===== config.mk =====
export PLATFORM = sky130hd
export DESIGN_NAME = vga_sync
export DESIGN_NICKNAME = d
export VERILOG_FILES = /design/src/rtl/vga_sync.sv
export SDC_FILE = /design/constraint.sdc
export NUM_CORES = 1
export LEC_CHECK = 0
export ABC_CLOCK_PERIOD_IN_PS = 1700
export CAP_MARGIN = 20
export CORE_ASPECT_RATIO = 1.75
export CORE_MARGIN = 1.5
export CORE_UTILIZATION = 47
export CTS_CLUSTER_DIAMETER = 50
export CTS_CLUSTER_SIZE = 30
export DETAILED_ROUTE_END_ITERATION = 10
export GPL_TIMING_DRIVEN = 0
export PLACE_DENSITY_LB_ADDON = 0.12
export SLEW_MARGIN = 20
export SYNTH_ARGS = -nofsm -noshare
export SYNTH_HDL_FRONTEND = slang
export SYNTH_SLANG_ARGS = --single-unit

===== constraint.sdc =====
create_clock -name clk_d -period 1.7 [get_ports clk_d]
set_input_delay 0.51 -clock clk_d [delete_from_list [all_inputs] [get_ports clk_d]]
set_output_delay 0.51 -clock clk_d [all_outputs]
set_load 0.005 [all_outputs]

===== src/rtl/vga_sync.sv =====
// 640x480@60 raster timing generator: pixel-rate divider, h/v counters and registered sync/blank decode.
// Optional frame counter enabled by defining VGA_SYNC_FRAME_CNT_EN; otherwise frame_cnt is tied to 0.
module vga_sync #(
  parameter int CLK_DIV   = 4,
  parameter int H_DISPLAY = 640,
  parameter int H_FRONT   = 16,
  parameter int H_SYNC    = 96,
  parameter int H_BACK    = 48,
  parameter int V_DISPLAY = 480,
  parameter int V_FRONT   = 10,
  parameter int V_SYNC    = 2,
  parameter int V_BACK    = 33
) (
  input  logic       clk_d,
  input  logic       rst_n,
  output logic [9:0] pixel_x,
  output logic [9:0] pixel_y,
  output logic       video_on,
  output logic       hsync,
  output logic       vsync,
  output logic       p_tick,
  output logic       frame_start,
  output logic [7:0] frame_cnt
);

  localparam int H_TOTAL = H_DISPLAY + H_FRONT + H_SYNC + H_BACK;
  localparam int V_TOTAL = V_DISPLAY + V_FRONT + V_SYNC + V_BACK;
  localparam int DIV_W   = (CLK_DIV > 1) ? $clog2(CLK_DIV) : 1;

  localparam logic [DIV_W-1:0] DIV_LAST = DIV_W'(CLK_DIV - 1);
  localparam logic [9:0] H_LAST   = 10'(H_TOTAL - 1);
  localparam logic [9:0] V_LAST   = 10'(V_TOTAL - 1);
  localparam logic [9:0] H_DISP   = 10'(H_DISPLAY);
  localparam logic [9:0] V_DISP   = 10'(V_DISPLAY);
  localparam logic [9:0] HS_FIRST = 10'(H_DISPLAY + H_FRONT);
  localparam logic [9:0] HS_LAST  = 10'(H_DISPLAY + H_FRONT + H_SYNC - 1);
  localparam logic [9:0] VS_FIRST = 10'(V_DISPLAY + V_FRONT);
  localparam logic [9:0] VS_LAST  = 10'(V_DISPLAY + V_FRONT + V_SYNC - 1);

  logic [DIV_W-1:0] div_cnt;
  logic [9:0]       h_cnt, v_cnt;
  logic             tick, h_last, v_last;

  assign tick   = (div_cnt == DIV_LAST);
  assign h_last = (h_cnt == H_LAST);
  assign v_last = (v_cnt == V_LAST);

  // Pixel-rate divider; with CLK_DIV=1 it stays at 0 and tick is permanently high.
  always_ff @(posedge clk_d) begin
    if (!rst_n)    div_cnt <= '0;
    else if (tick) div_cnt <= '0;
    else           div_cnt <= div_cnt + DIV_W'(1);
  end

  always_ff @(posedge clk_d) begin
    if (!rst_n) begin
      h_cnt <= '0;
      v_cnt <= '0;
    end else if (tick) begin
      h_cnt <= h_last ? 10'd0 : h_cnt + 10'd1;
      if (h_last) v_cnt <= v_last ? 10'd0 : v_cnt + 10'd1;
    end
  end

  // Every output is decoded from the same counter snapshot, so they stay mutually aligned.
  always_ff @(posedge clk_d) begin
    if (!rst_n) begin
      pixel_x     <= '0;
      pixel_y     <= '0;
      video_on    <= 1'b0;
      hsync       <= 1'b1;
      vsync       <= 1'b1;
      p_tick      <= 1'b0;
      frame_start <= 1'b0;
    end else begin
      pixel_x     <= h_cnt;
      pixel_y     <= v_cnt;
      video_on    <= (h_cnt < H_DISP) && (v_cnt < V_DISP);
      hsync       <= !((h_cnt >= HS_FIRST) && (h_cnt <= HS_LAST));
      vsync       <= !((v_cnt >= VS_FIRST) && (v_cnt <= VS_LAST));
      p_tick      <= tick;
      // div_cnt==0 marks the first cycle a counter value is presented, incl. right after reset.
      frame_start <= (h_cnt == 10'd0) && (v_cnt == 10'd0) && (div_cnt == '0);
    end
  end

`ifdef VGA_SYNC_FRAME_CNT_EN
  logic wrap_q;

  // wrap_q lines the increment up with the cycle the outputs show the wrapped (0,0).
  always_ff @(posedge clk_d) begin
    if (!rst_n) begin
      wrap_q    <= 1'b0;
      frame_cnt <= '0;
    end else begin
      wrap_q <= tick && h_last && v_last;
      if (wrap_q) frame_cnt <= frame_cnt + 8'd1;
    end
  end
`else
  assign frame_cnt = '0;
`endif

endmodule


==> results.md <==
- The final worst-path cycle share is 1.01.
- Of the total power, the share spent switching nets is 0.205.
- The die height is 90.8 µm.
- The final number of max-transition violations is 0.
- Final hold analysis gives a worst-case slack of 452 ps.
- Yosys mapped a number of flops with a built-in enable equal to 0.
- Setup slack on the critical path of the routed design comes to -15.2 ps.
- The area occupied by multi-input gates is 1010 µm².
- The synthesized design contains 47 register bits.
- In this run the deepest clock path goes through 2 buffers.
- The category of the worst setup path capture point is a flop.
- The number of diodes is 0.
- IR analysis of the VDD net gives a maximum drop of 950 µV.
- The length in cells of the worst reg-to-reg path is 5.
- The total global-route track usage is 0.198.
- The final reports fail on setup timing.
- The prevailing post-synth register cell is dfxtp_1.
- In the synthesized netlist the async set-or-reset flop fraction comes to 0.
- The post-DP HPWL is a little over 3000 µm.
- The count of nets left with antenna violations once routing finished came out at 0.
- The count of endpoints failing setup in the final report is 1.
- The CTS tree is built.
- The start point of the critical path is h_cnt[7]$_SDFFE_PN0P_.
- The horizontal die dimension is ~53 µm.
- The post-detailed-route via-to-cell ratio is roughly 5.3.
- The worst setup path is launched from a flop.
- The count of standard-cell rows is 31.
- Ranked by instance count, the synthesized netlist is headed by dfxtp_1, nor2_1, and2_1, nand2_1, buf_4.
- The global routing stage identified its most utilized layer as met2.
- After global routing the overflow that remains totals 0.
- After clock tree synthesis, the clock-pin slew on the worst setup and hold paths is 80 ps.
- The path class of the tightest hold or removal check is flop to flop.
- The power share of the clock group is 0.406.
- For met3 alone, demand over resource in global routing was 0.0348.
- The port buffer count is 26.
- The signal on the critical path passes through buf_6, or4b_4, nor4_4, o21ai_2, o31ai_1.
- On the worst path, the slowest cell contributes a delay of 530 ps.
- For this run, the top clock speed supported by timing is between 500 and 600 MHz.
- The worst register-to-register path begins at h_cnt[7]$_SDFFE_PN0P_.
- The floorplan step defined a die boundary enclosing 4830 µm².
- Of the total power, registers draw 0.544.
- Across the run, the number of max-cap violations was 0.
- The initial antenna violation count came to 0.
- The number of clock sinks seen by CTS is between 40 and 50.
- After filler insertion, the fill cell instance count of the layout stands at 348.
- The insertion delay to the later sink of the worst-skew pair is 290 ps.
- The endpoint of the most critical register-to-register path is v_cnt[0]$_SDFFE_PN0P_.
- The synthesized netlist occupies a cell area of approximately 2100 µm².
- Of the post-synthesis cell area, the dominant cell type holds 0.454.
- In the final layout, the share of cells above drive strength 1 is 0.247.
- Entering global routing, the biggest net connects 15 pins.
- The floorplan step defined a core boundary enclosing 4190 µm².
- The capturing instance or port of the critical path is v_cnt[0]$_SDFFE_PN0P_.
- Ranked by total cell area, the synthesized netlist is headed by dfxtp_1, and2_1, buf_4.
- At the worst endpoint, the arrival time is approximately 1900 ps.
- The count of unresolved DRC violations after routing is 0.
- The met1 track utilization from global routing is 0.220.
- The yosys synthesis warning count is 0.
- The sequential cells in the finished layout cover a total of slightly below 1000 µm².
- The final-report hold violation count is 0.
- The critical setup path kind is flop to flop.
- Compared with the post-synthesis result, the final layout area differs by 30.4%.
- The synthesized area divided by synthesized cell count is just under 10 µm².
- The wire length per cell is ~14 µm.
- Along the worst path, the maximum fanout reaches 7.
- The internal power consumption is 0.00164 W.
- The combinational group share of total power is 0.050.
- At the worst endpoint, the required time is 1920 ps.
- The total clock buffers created by CTS is 5.
- The first-pass GRT wire length is 7200 µm.
- After the first detailed-routing iteration, the DRC count stood at 49.
- The synthesized instance count is 211.
- The largest total area in the synthesized netlist belongs to dfxtp_1.
- Setup repair after global routing could not meet its margin everywhere.
- The number of vias in the routed layout is 1645.
- For this design the top-level I/O count stands at 35.
- The analysis attributes to cell leakage a power of 1.09 nW.
- By instance count, the leading cell after synthesis is dfxtp_1.
- The effective utilization at floorplan is 0.494.
- The first detailed-routing pass took 4 iterations.
- The H-tree generated during clock tree synthesis spans 2 levels.
- The clock arrives with 4.90 ps of skew.
- The number of global-route vias before repair is 1550.
- The net load switching power is 0.000423 W.
- For this design the ratio of total power to cell area is 764 nW/µm².
- Subtracting the final worst setup slack from the clock period gives 1720 ps.
- For this block, the routed nets add up to 4300 µm of wire.
- The worst slack after detailed placement is -782 ps.
- The reg-to-reg setup timing slack is -20 ps.
- The register area share after synthesis is 0.454.
- The unique cell type count in the Yosys netlist is 48.
- The tree is rooted in a clkbuf_8.
- The met2 layer usage reported by global route is 0.358.
- The routability congestion estimate from global placement is around 0.87.
- After clock tree synthesis, the flow added hold-fix buffers numbering 0.
- The net count of the finished layout is 270.
- The flow ran to the end, but the final reports show violations.
- The slowest stage of the critical path is the or4b_4 cell.
[area by class of cell]
cell class                      instances  share of cell area
Clock buffer                            6              0.0306
Timing Repair Buffer                   39               0.133
Sequential cell                        47               0.356
Buffer                                 18              0.0570
Multi-Input combinational cell        142               0.375
Clock inverter                          2              0.0130
Inverter                                9              0.0125
Tap cell                               49              0.0227
[kinds of logic after synthesis]
kind of cell | share of synthesized area
AND/OR/NAND/NOR | 0.297
flip-flops | 0.454
buffers and inverters | 0.0985
AO/OA/AOI/OAI | 0.0701
XOR/XNOR | 0.0423
adder cells (fa/ha/maj) | 0.0363
other | 0.00181
[repair_timing]
item | CTS | global route
pin swaps | 6 | 6
setup buffers | 6 | 7
endpoints found under the hold margin | 0 | 0
setup endpoints to repair | 29 | 15
gates resized for setup | 14 | 13
[flip-flops by register name, indices dropped and copies added, names as in the netlist, 2 cells and up]
signal / count
h_cnt: 10
pixel_y: 10
pixel_x: 10
div_cnt: 2
v_cnt: 10
[power groups by stage]
stage / registers [W] / logic, W / clock network, W
finish: 0.00112 / 0.000104 / 0.000837
global placement: 0.00115 / 0.0000954 / 0
detailed placement: 0.00115 / 0.0000966 / 0
floorplan: 0.00115 / 0.0000650 / 0
CTS: 0.00113 / 0.000103 / 0.000856
global route: 0.00112 / 0.000116 / 0.000906
[critical path: cells and delay by family (launching register included)]
family,cells,cell delay (ps)
flops,1,320
simple gates,2,840
compound gates,2,340
buf+inv,1,130
[routing by layer]
metal  routed length [µm]  part of all wire
met1                 1680              0.39
met2                 2350              0.55
met3                  200             0.047
met4                   68             0.016
met5                    0                 0
[through the flow]
stage / std cells / area, µm² / TNS [ps] / total power, W / util
after detailed placement: 293 / 2420 / -16270 / 0.00124 / 0.578
after global placement: 293 / 2420 / -15830 / 0.00124 / 0.578
after global routing: 312 / 2700 / -140 / 0.00215 / 0.645
after CTS: 307 / 2630 / 0 / 0.00208 / 0.628
final: 312 / 2700 / -15.2 / 0.00206 / 0.645
after floorplan: 218 / 2100 / 0 / 0.00121 / -
[worst min path at each step]
stage / start / to / cells past startpoint
after floorplan: div_cnt[0]$_SDFF_PP0_ / div_cnt[0]$_SDFF_PP0_ / 1
after global placement: div_cnt[0]$_SDFF_PP0_ / div_cnt[0]$_SDFF_PP0_ / 1
after detailed placement: div_cnt[0]$_SDFF_PP0_ / div_cnt[0]$_SDFF_PP0_ / 1
after CTS: div_cnt[0]$_SDFF_PP0_ / div_cnt[0]$_SDFF_PP0_ / 1
after global routing: div_cnt[0]$_SDFF_PP0_ / div_cnt[0]$_SDFF_PP0_ / 1
final: div_cnt[0]$_SDFF_PP0_ / div_cnt[0]$_SDFF_PP0_ / 1
[cell usage in the layout, fill, tap and decap left out, drive strengths merged, types with 2 or more instances in the layout]
cell / instances
dfxtp: 47
clkdlybuf4s50: 25
buf: 25
nor2: 19
and2: 17
nand2: 14
clkbuf: 11
nand4: 9
inv: 9
nand3: 9
nor4: 9
conb: 8
xnor2: 6
a21oi: 6
ha: 6
nor3: 4
xor2: 4
o31ai: 4
or4: 4
and3: 3
o21ai: 3
or3: 3
nand2b: 2
nor4b: 2
Power figures use the tool's default switching activity.
